**src/rtl/washer_pkg.sv**
```systemverilog
// -----------------------------------------------------------------------------
// washer_pkg
// Shared types and helpers for the coin acceptor front-end.
//   state_e      : payment FSM states
//   COIN_*       : 2-bit denomination codes as presented on coin_value
//   coin_units() : maps a denomination code to credit units (0 for invalid)
// -----------------------------------------------------------------------------
package washer_pkg;

  typedef enum logic [2:0] {
    ST_IDLE    = 3'd0,
    ST_COLLECT = 3'd1,
    ST_VEND    = 3'd2,
    ST_RUN     = 3'd3,
    ST_REFUND  = 3'd4
  } state_e;

  localparam logic [1:0] COIN_1   = 2'b00;
  localparam logic [1:0] COIN_2   = 2'b01;
  localparam logic [1:0] COIN_5   = 2'b10;
  localparam logic [1:0] COIN_BAD = 2'b11;

  // Credit units for a denomination code; the invalid code is worth nothing.
  function automatic logic [2:0] coin_units(input logic [1:0] code);
    logic [2:0] units;
    case (code)
      COIN_1:  units = 3'd1;
      COIN_2:  units = 3'd2;
      COIN_5:  units = 3'd5;
      default: units = 3'd0;
    endcase
    return units;
  endfunction

endpackage

```
**src/rtl/coin_debounce.sv**
```systemverilog
// -----------------------------------------------------------------------------
// coin_debounce
// Synchronises the raw coin-sensor level and turns each sufficiently long high
// period into a single one-cycle event, capturing the denomination with it.
//   clk, rst_n : clock, asynchronous active-low reset
//   raw_i      : coin sensor level, asynchronous to clk
//   value_i    : denomination code, captured when the event fires
//   event_o    : one-cycle pulse per accepted high period
//   value_o    : denomination captured with the most recent event
// After an event the input must read low for DEBOUNCE_CYC consecutive synced
// samples before the debouncer re-arms, so short dropouts inside one long
// pulse cannot produce a second coin.
// -----------------------------------------------------------------------------
module coin_debounce #(
  parameter int DEBOUNCE_CYC = 4
) (
  input  logic       clk,
  input  logic       rst_n,
  input  logic       raw_i,
  input  logic [1:0] value_i,
  output logic       event_o,
  output logic [1:0] value_o
);

  localparam int CW = $clog2(DEBOUNCE_CYC + 1);
  localparam logic [CW-1:0] LAST = CW'(DEBOUNCE_CYC - 1);

  logic          sync1_q;
  logic          sync2_q;
  logic          armed_q;
  logic          event_q;
  logic [CW-1:0] cnt_q;
  logic [1:0]    value_q;

  always_ff @(posedge clk or negedge rst_n) begin
    if (!rst_n) begin
      sync1_q <= 1'b0;
      sync2_q <= 1'b0;
      armed_q <= 1'b1;
      event_q <= 1'b0;
      cnt_q   <= '0;
      value_q <= '0;
    end else begin
      sync1_q <= raw_i;
      sync2_q <= sync1_q;
      event_q <= 1'b0;
      if (armed_q) begin
        // Count consecutive high samples; fire once on the last one.
        if (sync2_q) begin
          if (cnt_q == LAST) begin
            event_q <= 1'b1;
            value_q <= value_i;
            armed_q <= 1'b0;
            cnt_q   <= '0;
          end else begin
            cnt_q <= cnt_q + CW'(1);
          end
        end else begin
          cnt_q <= '0;
        end
      end else begin
        // Re-arm only after a stable low period of the same length.
        if (!sync2_q) begin
          if (cnt_q == LAST) begin
            armed_q <= 1'b1;
            cnt_q   <= '0;
          end else begin
            cnt_q <= cnt_q + CW'(1);
          end
        end else begin
          cnt_q <= '0;
        end
      end
    end
  end

  assign event_o = event_q;
  assign value_o = value_q;

endmodule

```
**src/rtl/coin_acceptor.sv**
```systemverilog
// -----------------------------------------------------------------------------
// coin_acceptor
// Payment front-end for the washing machine controller: debounces coins,
// accumulates credit, vends a single or double wash, returns change and
// blocks further coins until the controller reports wash_done.
//   clk, rst_n   : clock, asynchronous active-low reset
//   coin_valid   : raw coin sensor level (asynchronous)
//   coin_value   : 00=1, 01=2, 10=5, 11=invalid
//   double_req   : double-wash selection, sampled at the vend decision
//   cancel       : refund request (level)
//   wash_done    : cycle-done pulse from the controller
//   coin_in      : one-cycle start pulse to the controller
//   double_wash  : double-wash flag, held through RUN
//   credit       : accumulated credit
//   change_valid : one-cycle pulse qualifying change_value
//   change_value : units to dispense
//   reject       : one-cycle pulse, coin returned with credit unchanged
//   busy         : high in VEND and RUN
// Build option: define COIN_ACCEPTOR_TIMEOUT_EN to refund automatically after
// TIMEOUT_CYC cycles in COLLECT without an accepted coin.
// -----------------------------------------------------------------------------
module coin_acceptor
  import washer_pkg::*;
#(
  parameter int PRICE_SINGLE = 4,
  parameter int PRICE_DOUBLE = 6,
  parameter int CREDIT_W     = 4,
  parameter int DEBOUNCE_CYC = 4,
  parameter int TIMEOUT_CYC  = 1000
) (
  input  logic                clk,
  input  logic                rst_n,
  input  logic                coin_valid,
  input  logic [1:0]          coin_value,
  input  logic                double_req,
  input  logic                cancel,
  input  logic                wash_done,
  output logic                coin_in,
  output logic                double_wash,
  output logic [CREDIT_W-1:0] credit,
  output logic                change_valid,
  output logic [CREDIT_W-1:0] change_value,
  output logic                reject,
  output logic                busy
);

  localparam int SUM_W = CREDIT_W + 1;
  localparam logic [CREDIT_W-1:0] PRICE_S = CREDIT_W'(PRICE_SINGLE);
  localparam logic [CREDIT_W-1:0] PRICE_D = CREDIT_W'(PRICE_DOUBLE);

  state_e              state_q;
  logic [CREDIT_W-1:0] credit_q;
  logic [CREDIT_W-1:0] change_value_q;
  logic                coin_in_q;
  logic                double_wash_q;
  logic                change_valid_q;
  logic                reject_q;
  logic                busy_q;

  logic                ev;
  logic [1:0]          ev_value;
  logic [SUM_W-1:0]    sum_w;
  logic [CREDIT_W-1:0] price_w;
  logic                coin_ok;
  logic                coin_accept;
  logic                timeout_hit;

  coin_debounce #(
    .DEBOUNCE_CYC(DEBOUNCE_CYC)
  ) u_debounce (
    .clk    (clk),
    .rst_n  (rst_n),
    .raw_i  (coin_valid),
    .value_i(coin_value),
    .event_o(ev),
    .value_o(ev_value)
  );

  // One extra bit so an overflowing coin is detected instead of wrapping.
  assign sum_w   = {1'b0, credit_q} + SUM_W'(coin_units(ev_value));
  assign price_w = double_req ? PRICE_D : PRICE_S;

  always_comb begin
    coin_ok     = ev && (ev_value != COIN_BAD) && !sum_w[CREDIT_W] && !cancel;
    coin_accept = 1'b0;
    case (state_q)
      ST_IDLE:    coin_accept = coin_ok;
      // A coin arriving on the vend or refund decision cycle is returned.
      ST_COLLECT: coin_accept = coin_ok && !timeout_hit && (credit_q < price_w);
      default:    coin_accept = 1'b0;
    endcase
  end

`ifdef COIN_ACCEPTOR_TIMEOUT_EN
  localparam int TW = $clog2(TIMEOUT_CYC + 1);
  logic [TW-1:0] idle_cnt_q;

  always_ff @(posedge clk or negedge rst_n) begin
    if (!rst_n) begin
      idle_cnt_q <= '0;
    end else if ((state_q != ST_COLLECT) || coin_accept) begin
      idle_cnt_q <= '0;
    end else if (!timeout_hit) begin
      idle_cnt_q <= idle_cnt_q + TW'(1);
    end
  end

  assign timeout_hit = (state_q == ST_COLLECT) && (idle_cnt_q == TW'(TIMEOUT_CYC - 1));
`else
  // Timeout disabled: credit is held in COLLECT indefinitely.
  assign timeout_hit = (TIMEOUT_CYC < 0);
`endif

  always_ff @(posedge clk or negedge rst_n) begin
    if (!rst_n) begin
      state_q        <= ST_IDLE;
      credit_q       <= '0;
      change_value_q <= '0;
      coin_in_q      <= 1'b0;
      double_wash_q  <= 1'b0;
      change_valid_q <= 1'b0;
      reject_q       <= 1'b0;
      busy_q         <= 1'b0;
    end else begin
      coin_in_q      <= 1'b0;
      change_valid_q <= 1'b0;
      reject_q       <= ev && !coin_accept;
      case (state_q)
        ST_IDLE: begin
          if (coin_accept) begin
            credit_q <= sum_w[CREDIT_W-1:0];
            state_q  <= ST_COLLECT;
          end
        end
        ST_COLLECT: begin
          if (cancel || timeout_hit) begin
            change_value_q <= credit_q;
            change_valid_q <= 1'b1;
            state_q        <= ST_REFUND;
          end else if (credit_q >= price_w) begin
            // Vend outputs are registered here so they appear during VEND.
            coin_in_q      <= 1'b1;
            double_wash_q  <= double_req;
            busy_q         <= 1'b1;
            change_value_q <= credit_q - price_w;
            change_valid_q <= (credit_q != price_w);
            state_q        <= ST_VEND;
          end else if (coin_accept) begin
            credit_q <= sum_w[CREDIT_W-1:0];
          end
        end
        ST_VEND: begin
          credit_q <= '0;
          state_q  <= ST_RUN;
        end
        ST_RUN: begin
          if (wash_done) begin
            double_wash_q <= 1'b0;
            busy_q        <= 1'b0;
            state_q       <= ST_IDLE;
          end
        end
        ST_REFUND: begin
          credit_q <= '0;
          state_q  <= ST_IDLE;
        end
        default: state_q <= ST_IDLE;
      endcase
    end
  end

  assign coin_in      = coin_in_q;
  assign double_wash  = double_wash_q;
  assign credit       = credit_q;
  assign change_valid = change_valid_q;
  assign change_value = change_value_q;
  assign reject       = reject_q;
  assign busy         = busy_q;

endmodule

```
**config.mk**
```make
export PLATFORM = sky130hd
export DESIGN_NAME = coin_acceptor
export DESIGN_NICKNAME = d
export VERILOG_FILES = /design/src/rtl/washer_pkg.sv /design/src/rtl/coin_debounce.sv /design/src/rtl/coin_acceptor.sv
export SDC_FILE = /design/constraint.sdc
export NUM_CORES = 1
export LEC_CHECK = 0
export ABC_AREA = 1
export CORE_MARGIN = 8
export CORE_UTILIZATION = 52
export DETAILED_ROUTE_END_ITERATION = 8
export PLACE_DENSITY = 0.8
export SYNTH_ARGS = -nofsm -noshare
export SYNTH_HDL_FRONTEND = slang
export SYNTH_SLANG_ARGS = --single-unit
```
**constraint.sdc**
```tcl
create_clock -name clk -period 2.3 [get_ports clk]
set_clock_uncertainty 0.2 [all_clocks]
set_input_delay 0.69 -clock clk [delete_from_list [all_inputs] [get_ports clk]]
set_output_delay 0.69 -clock clk [all_outputs]
set_load 0.02 [all_outputs]
```
==> impl_metrics.json, run 1 <==
{
  "status": "finished, final reports clean",
  "num_rows": 18,
  "hp-start": "u_debounce.sync1_q",
  "finalHoldViolCount": 0,
  "numPortBuffers": 20,
  "worst_slew_pin_slew_ns": 0.303,
  "vias": 1139,
  "die_w_microns": 66.2,
  "avgRoutedWirePerCell_microns": 12.2,
  "cp-startpoint": "change_value[2]",
  "numCtsBuffers": 3,
  "gp_congestion": 0.877,
  "post_drt_via_cell_ratio": 5.18,
  "cellLeakagePower_nw": 0.913,
  "cp_max_fo": 2,
  "synth_edf_count": 0,
  "cpMaxStageDelayCell": "clkdlybuf4s50_1",
  "antenna_left": 0,
  "cp.required_ns": 1.41,
  "grtUsageTotal_pct": 13.9,
  "worstSetupEndpointType": "primary output",
  "ioPinCount": 21,
  "drt-total-wl_microns": 2680,
  "final_nets": 206,
  "synth_top_area_share_pct": 45.8,
  "synth_area_leaders": "dfrtp_1 (46%), nand2_1 (14%), ha_1 (5.7%)",
  "finalCriticalPeriod_ns": 2.22,
  "path_class": "flip-flop to primary output",
  "finalCritPeriodShare_pct": 96.4,
  "n_antenna_cell": 0,
  "dieArea_sq_um": 4380,
  "setup_ws_ns": 0.0821,
  "synth_nets": 174,
  "antenna_found_initial": 0,
  "startpoint_type": "flip-flop",
  "path_cells": "clkdlybuf4s50_1",
  "drc_errors": 0,
  "drt_first_pass_iters": 6,
  "drive_gt1_share_pct": 13.2,
  "grt_pass1_vias": 1164,
  "cts_root_buf": "clkbuf_4",
  "setup_tns_ns": 0,
  "grt_max_degree": 26,
  "initial_core_util_pct": 53.9,
  "syn_area_per_cell_sq_um": 8.24,
  "syn_inst": 159,
  "insertion_delay_ns": 0.32,
  "grt-ovfl-total": 0,
  "timing.rr.start": "credit[0]",
  "path_delay_family": "buffers and inverters",
  "ir_drop_v": 0.000547,
  "fp.dieH_microns": 66.2,
  "synth_seq_cells": 25,
  "hp-class": "flip-flop to flip-flop",
  "cts_max_level": 1,
  "coreArea_sq_um": 2430,
  "tritoncts": "built",
  "power.total_mw": 1.41,
  "yosys_warnings": 0,
  "rsz0062_at_grt": "false",
  "synth.distinct_cells": 24,
  "critical_path_buf_inv_count": 1,
  "ys_seq_area_share_pct": 47.9,
  "yosysMostFrequentCell": "nand2_1",
  "clkSlewWorstSetupHoldPaths_ns": 0.14,
  "syn_to_final_growth_pct": 24.3,
  "setup_viol": 0,
  "synth_commonest_cells": "nand2_1 (49), dfrtp_1 (24), inv_1 (19)",
  "critPathArrivalTime_ns": 1.33,
  "drt_iter0_drc": 52,
  "post-place-ws_ns": -0.113,
  "max_freq_mhz": 451,
  "max_slew_margin_pct": 79.8,
  "timing.max_cap.violations": 0,
  "cts.sinks": 25,
  "cpPeakStageDelay_ns": 0.61,
  "syn_area_sq_um": 1310,
  "synth_ff_type": "dfrtp_1",
  "grt_first_pass_wirelength_microns": 4820,
  "async_flop_share_pct": 100,
  "slew_viol_final": 0,
  "place_hpwl_microns": 2200,
  "synth_area_leader_cell": "dfrtp_1",
  "power_density_nw_per_um2": 865,
  "cts_buffer_depth": 2
}
-- per-layer routing --
metal / vias up / GRT usage, % / routed length, microns
li1: 565 / - / -
met1: 525 / 15.5 / 1150
met2: 44 / 22.8 / 1250
met3: 5 / 3.22 / 210
met4: 0 / 9.60 / 69
met5: - / 0 / 0
-- per-stage QoR --
stage	utilization (%)	hold WS (ns)	instances	area, sq um
6_report	66.9	0.173	220	1630
5_1_grt	66.9	0.189	220	1630
4_1_cts	66.8	0.179	220	1630
3_5_place_dp	65.6	0.147	216	1600
3_3_place_gp	65.6	0.132	216	1600
2_1_floorplan	-	0.131	159	1310
-- logic make-up after synthesis --
logic type | Yosys count | synth area share (%)
AO/OA/AOI/OAI | 10 | 4.30
AND/OR/NAND/NOR | 90 | 30.9
buffers and inverters | 24 | 7.64
flip-flops | 25 | 47.9
XOR/XNOR | 3 | 2.01
adder cells (fa/ha/maj) | 7 | 7.26
-- cell usage in the layout, fill, tap and decap left out, drive strengths merged --
master | Yosys | routed
dfrtp | 24 | 24
ha | 6 | 6
xor2 | 3 | 3
buf | 1 | 8
fa | 1 | 1
a31oi | 1 | 1
dfstp | 1 | 1
nor2 | 15 | 15
or2 | 2 | 2
nand2 | 53 | 53
a21oi | 2 | 2
inv | 23 | 24
o21ai | 5 | 5
clkdlybuf4s50 | 0 | 17
clkbuf | 0 | 3
nand4 | 4 | 4
dlygate4sd2 | 0 | 2
nor3 | 2 | 2
dlymetal6s2s | 0 | 1
nand3 | 13 | 13
nor3b | 1 | 1
o211ai | 2 | 2
-- power breakdown --
group | switching, mW | total (mW) | leakage [nW] | internal, mW
sequential | 0.0757 | 0.624 | 0.326 | 0.549
clock | 0.139 | 0.210 | 0.0183 | 0.0709
combinational | 0.343 | 0.573 | 0.569 | 0.230
-- state kept, by name, summed over array words and instances, names as in the netlist, 2 cells and up, named ones only --
| signal | flops |
|---|---|
| change_value | 4 |
| u_debounce.value_o | 2 |
| u_debounce.cnt_q | 3 |
| state_q | 3 |
| credit | 4 |
-- worst reg2reg max path, stage by stage, from the launching register on --
cell and delay, ns:
dfrtp_1 0.46, ha_1 0.25, fa_1 0.43, nand2_1 0.10
nand2_1 0.05, nand2_1 0.06, nand2_1 0.08, nor2_2 0.21
nand4_1 0.12, nand2_1 0.08
-- cell type report --
cell class                 count  area, sq um
fill                         221          805
inverter                      23         88.8
timing repair buffer          28          260
tap                           30         37.5
clock buffer                   3         22.5
sequential                    25          627
clock inverter                 1         8.76
multi-input combinational    110          583
-- worst paths after layout --
path | end | slack, ns | depth (start not counted)
max in group asynchronous | async pin | 1.12 | 2
worst min register to register | u_debounce.sync2_q | 0.17 | 0
min in group asynchronous | u_debounce.cnt_q[1] | 0.50 | 2
worst max register to register | credit[3] | 0.22 | 9
worst min-delay path | u_debounce.sync2_q | 0.17 | 0
worst max-delay path | change_value[2] | 0.08 | 1
-- repair_timing --
action / in CTS / in global routing
setup buffers: 0 / 0
resized for setup: 2 / 1
endpoints found under the setup margin: 2 / 1
cloned: 0 / 0
hold buffers: 0 / 0
No activity file was read; power rests on OpenSTA's default activity.
==> run 2: changes to the inputs <==
--- a/config.mk
+++ b/config.mk
@@ -6,7 +6,7 @@
 export NUM_CORES = 1
 export LEC_CHECK = 0
 export ABC_AREA = 1
-export CORE_MARGIN = 8
+export CORE_MARGIN = 2
 export CORE_UTILIZATION = 52
 export DETAILED_ROUTE_END_ITERATION = 8
 export PLACE_DENSITY = 0.8
==> impl_metrics.json, run 2 (synthesis results as in run 1) <==
{
  "worst_slew_pin_slew_ns": 0.303,
  "dieArea_sq_um": 2940,
  "dp_cells": 216,
  "fill_cells": 203,
  "drc_errors": 0,
  "path_class": "flip-flop to primary output",
  "r2r-end": "credit[2]",
  "gr-usage-met1_pct": 25.9,
  "most-common-layout-cells": "nand2_1 (49), dfrtp_1 (24), inv_1 (19)",
  "cpPeakStageDelay_ns": 0.61,
  "cpMaxStageDelayCell": "clkdlybuf4s50_1",
  "cts.sinks": 25,
  "post_drt_via_cell_ratio": 5.07,
  "power_density_nw_per_um2": 858,
  "postLayoutCellArea_sq_um": 1620,
  "path_delay_family": "buffers and inverters",
  "grt_max_degree": 26,
  "p_sw_share_pct": 39.7,
  "gr-usage-met3_pct": 3.33,
  "ir_drop_v": 0.000542,
  "syn_to_final_growth_pct": 24.0,
  "max_slew_margin_pct": 79.8,
  "drt-total-wl_microns": 2640,
  "hold-path-endpoint": "u_debounce.sync2_q",
  "timing.max_cap.violations": 0,
  "drive_gt1_share_pct": 13.2,
  "hp-class": "flip-flop to flip-flop",
  "post_cts_buffers": 0,
  "final_common_cell": "nand2_1",
  "top_usage_layer": "met2",
  "p_sw_mw": 0.553,
  "r2r_cells": 9,
  "finalCritPeriodShare_pct": 96.6,
  "cellLeakagePower_nw": 0.888,
  "critPathArrivalTime_ns": 1.33,
  "rsz0062_at_grt": "false",
  "whs_ns": 0.164,
  "gp_congestion": 0.888,
  "vias": 1115,
  "cts_hold_buf": 0,
  "antenna_left": 0,
  "power_frac_seq_pct": 44.7,
  "ctsResizeCount": 2,
  "final_nets": 206,
  "fp.dieH_microns": 54.2,
  "critical_path_buf_inv_count": 1,
  "cp.required_ns": 1.41,
  "coreArea_sq_um": 2430,
  "p_clk_share_pct": 14.3,
  "cts_max_level": 1,
  "tritoncts": "built",
  "use_met2_pct": 34.9,
  "max_freq_mhz": 450,
  "timing.rr.start": "credit[0]",
  "hp-start": "u_debounce.sync1_q",
  "status": "finished, final reports clean",
  "placed_area_sq_um": 1600,
  "drt_first_pass_iters": 4,
  "numCtsBuffers": 3,
  "grt-ovfl-total": 0,
  "p_int_mw": 0.841,
  "stdcell_count": 220,
  "num_rows": 18,
  "ioPinCount": 21,
  "n_antenna_cell": 0,
  "finalHoldViolCount": 0,
  "numPortBuffers": 20,
  "setup_ws_ns": 0.0790,
  "slew_viol_final": 0,
  "post-place-ws_ns": -0.156,
  "comb_power_share_pct": 41.0,
  "rrSetupSlack_ns": 0.21,
  "hold_depth": 0,
  "grt_pass1_vias": 1014,
  "worstSetupEndpointType": "primary output",
  "grt_first_pass_wirelength_microns": 4300,
  "cp_max_fo": 2,
  "setup_viol": 0,
  "startpoint_type": "flip-flop",
  "cts_root_buf": "clkbuf_4",
  "drt_iter0_drc": 23,
  "multi_input_area_sq_um": 583,
  "grtUsageTotal_pct": 20.5,
  "clkSlewWorstSetupHoldPaths_ns": 0.14,
  "die_w_microns": 54.2,
  "cts_buffer_depth": 2,
  "insertion_delay_ns": 0.31,
  "place_hpwl_microns": 2130,
  "finalCriticalPeriod_ns": 2.22,
  "regArea_sq_um": 627,
  "avgRoutedWirePerCell_microns": 12.0,
  "path_cells": "clkdlybuf4s50_1",
  "antenna_found_initial": 0,
  "initial_core_util_pct": 53.9
}
## run 2: changes by cell type in the layout (fill, tap and decap cells not counted)
cell	delta
inv_6	-1
dlymetal6s2s_1	-1
clkinvlp_4	+1
clkdlybuf4s50_1	+1
## run 2: per-layer routing
metal,vias to the layer above,share of wire (%)
met5,-,0
met4,0,1.3
met3,4,5.6
met2,30,49
met1,520,44
li1,561,-
## run 2: worst max-delay path by stage
| stage | from | end | slack [ns] | cells after the start |
|---|---|---|---|---|
| floorplan | credit[0] | credit[2] | 0.34 | 10 |
| global placement | double_req | credit[1] | -0.05 | 11 |
| detailed placement | double_req | credit[2] | -0.16 | 11 |
| CTS | credit[2] | credit[2] | 0.07 | 1 |
| global route | change_value[0] | change_value[0] | 0.03 | 1 |
| finish | credit[2] | credit[2] | 0.08 | 1 |
## run 2: power groups by stage
stage / clock network, mW / logic [mW] / registers [mW]
after global routing: 0.225 / 0.649 / 0.637
final: 0.199 / 0.571 / 0.623
after floorplan: 0 / 0.338 / 0.669
after detailed placement: 0 / 0.575 / 0.632
after global placement: 0 / 0.548 / 0.627
after CTS: 0.200 / 0.579 / 0.623
## run 2: cell type report
type                       count  area share, %
clock buffer                   3           1.39
clock inverter                 1          0.462
tap                           30           2.31
sequential                    25           38.6
timing repair buffer          28           15.9
inverter                      23           5.47
multi-input combinational    110           35.9
## run 2: stage by stage
| step | utilization [%] | setup TNS (ns) | total power, mW |
|---|---|---|---|
| after floorplan | - | 0 | 1.01 |
| after global placement | 65.6 | -0.241 | 1.18 |
| after CTS | 66.8 | 0 | 1.40 |
| after global routing | 66.8 | 0 | 1.51 |
| final | 66.8 | 0 | 1.39 |
| after detailed placement | 65.6 | -0.986 | 1.21 |
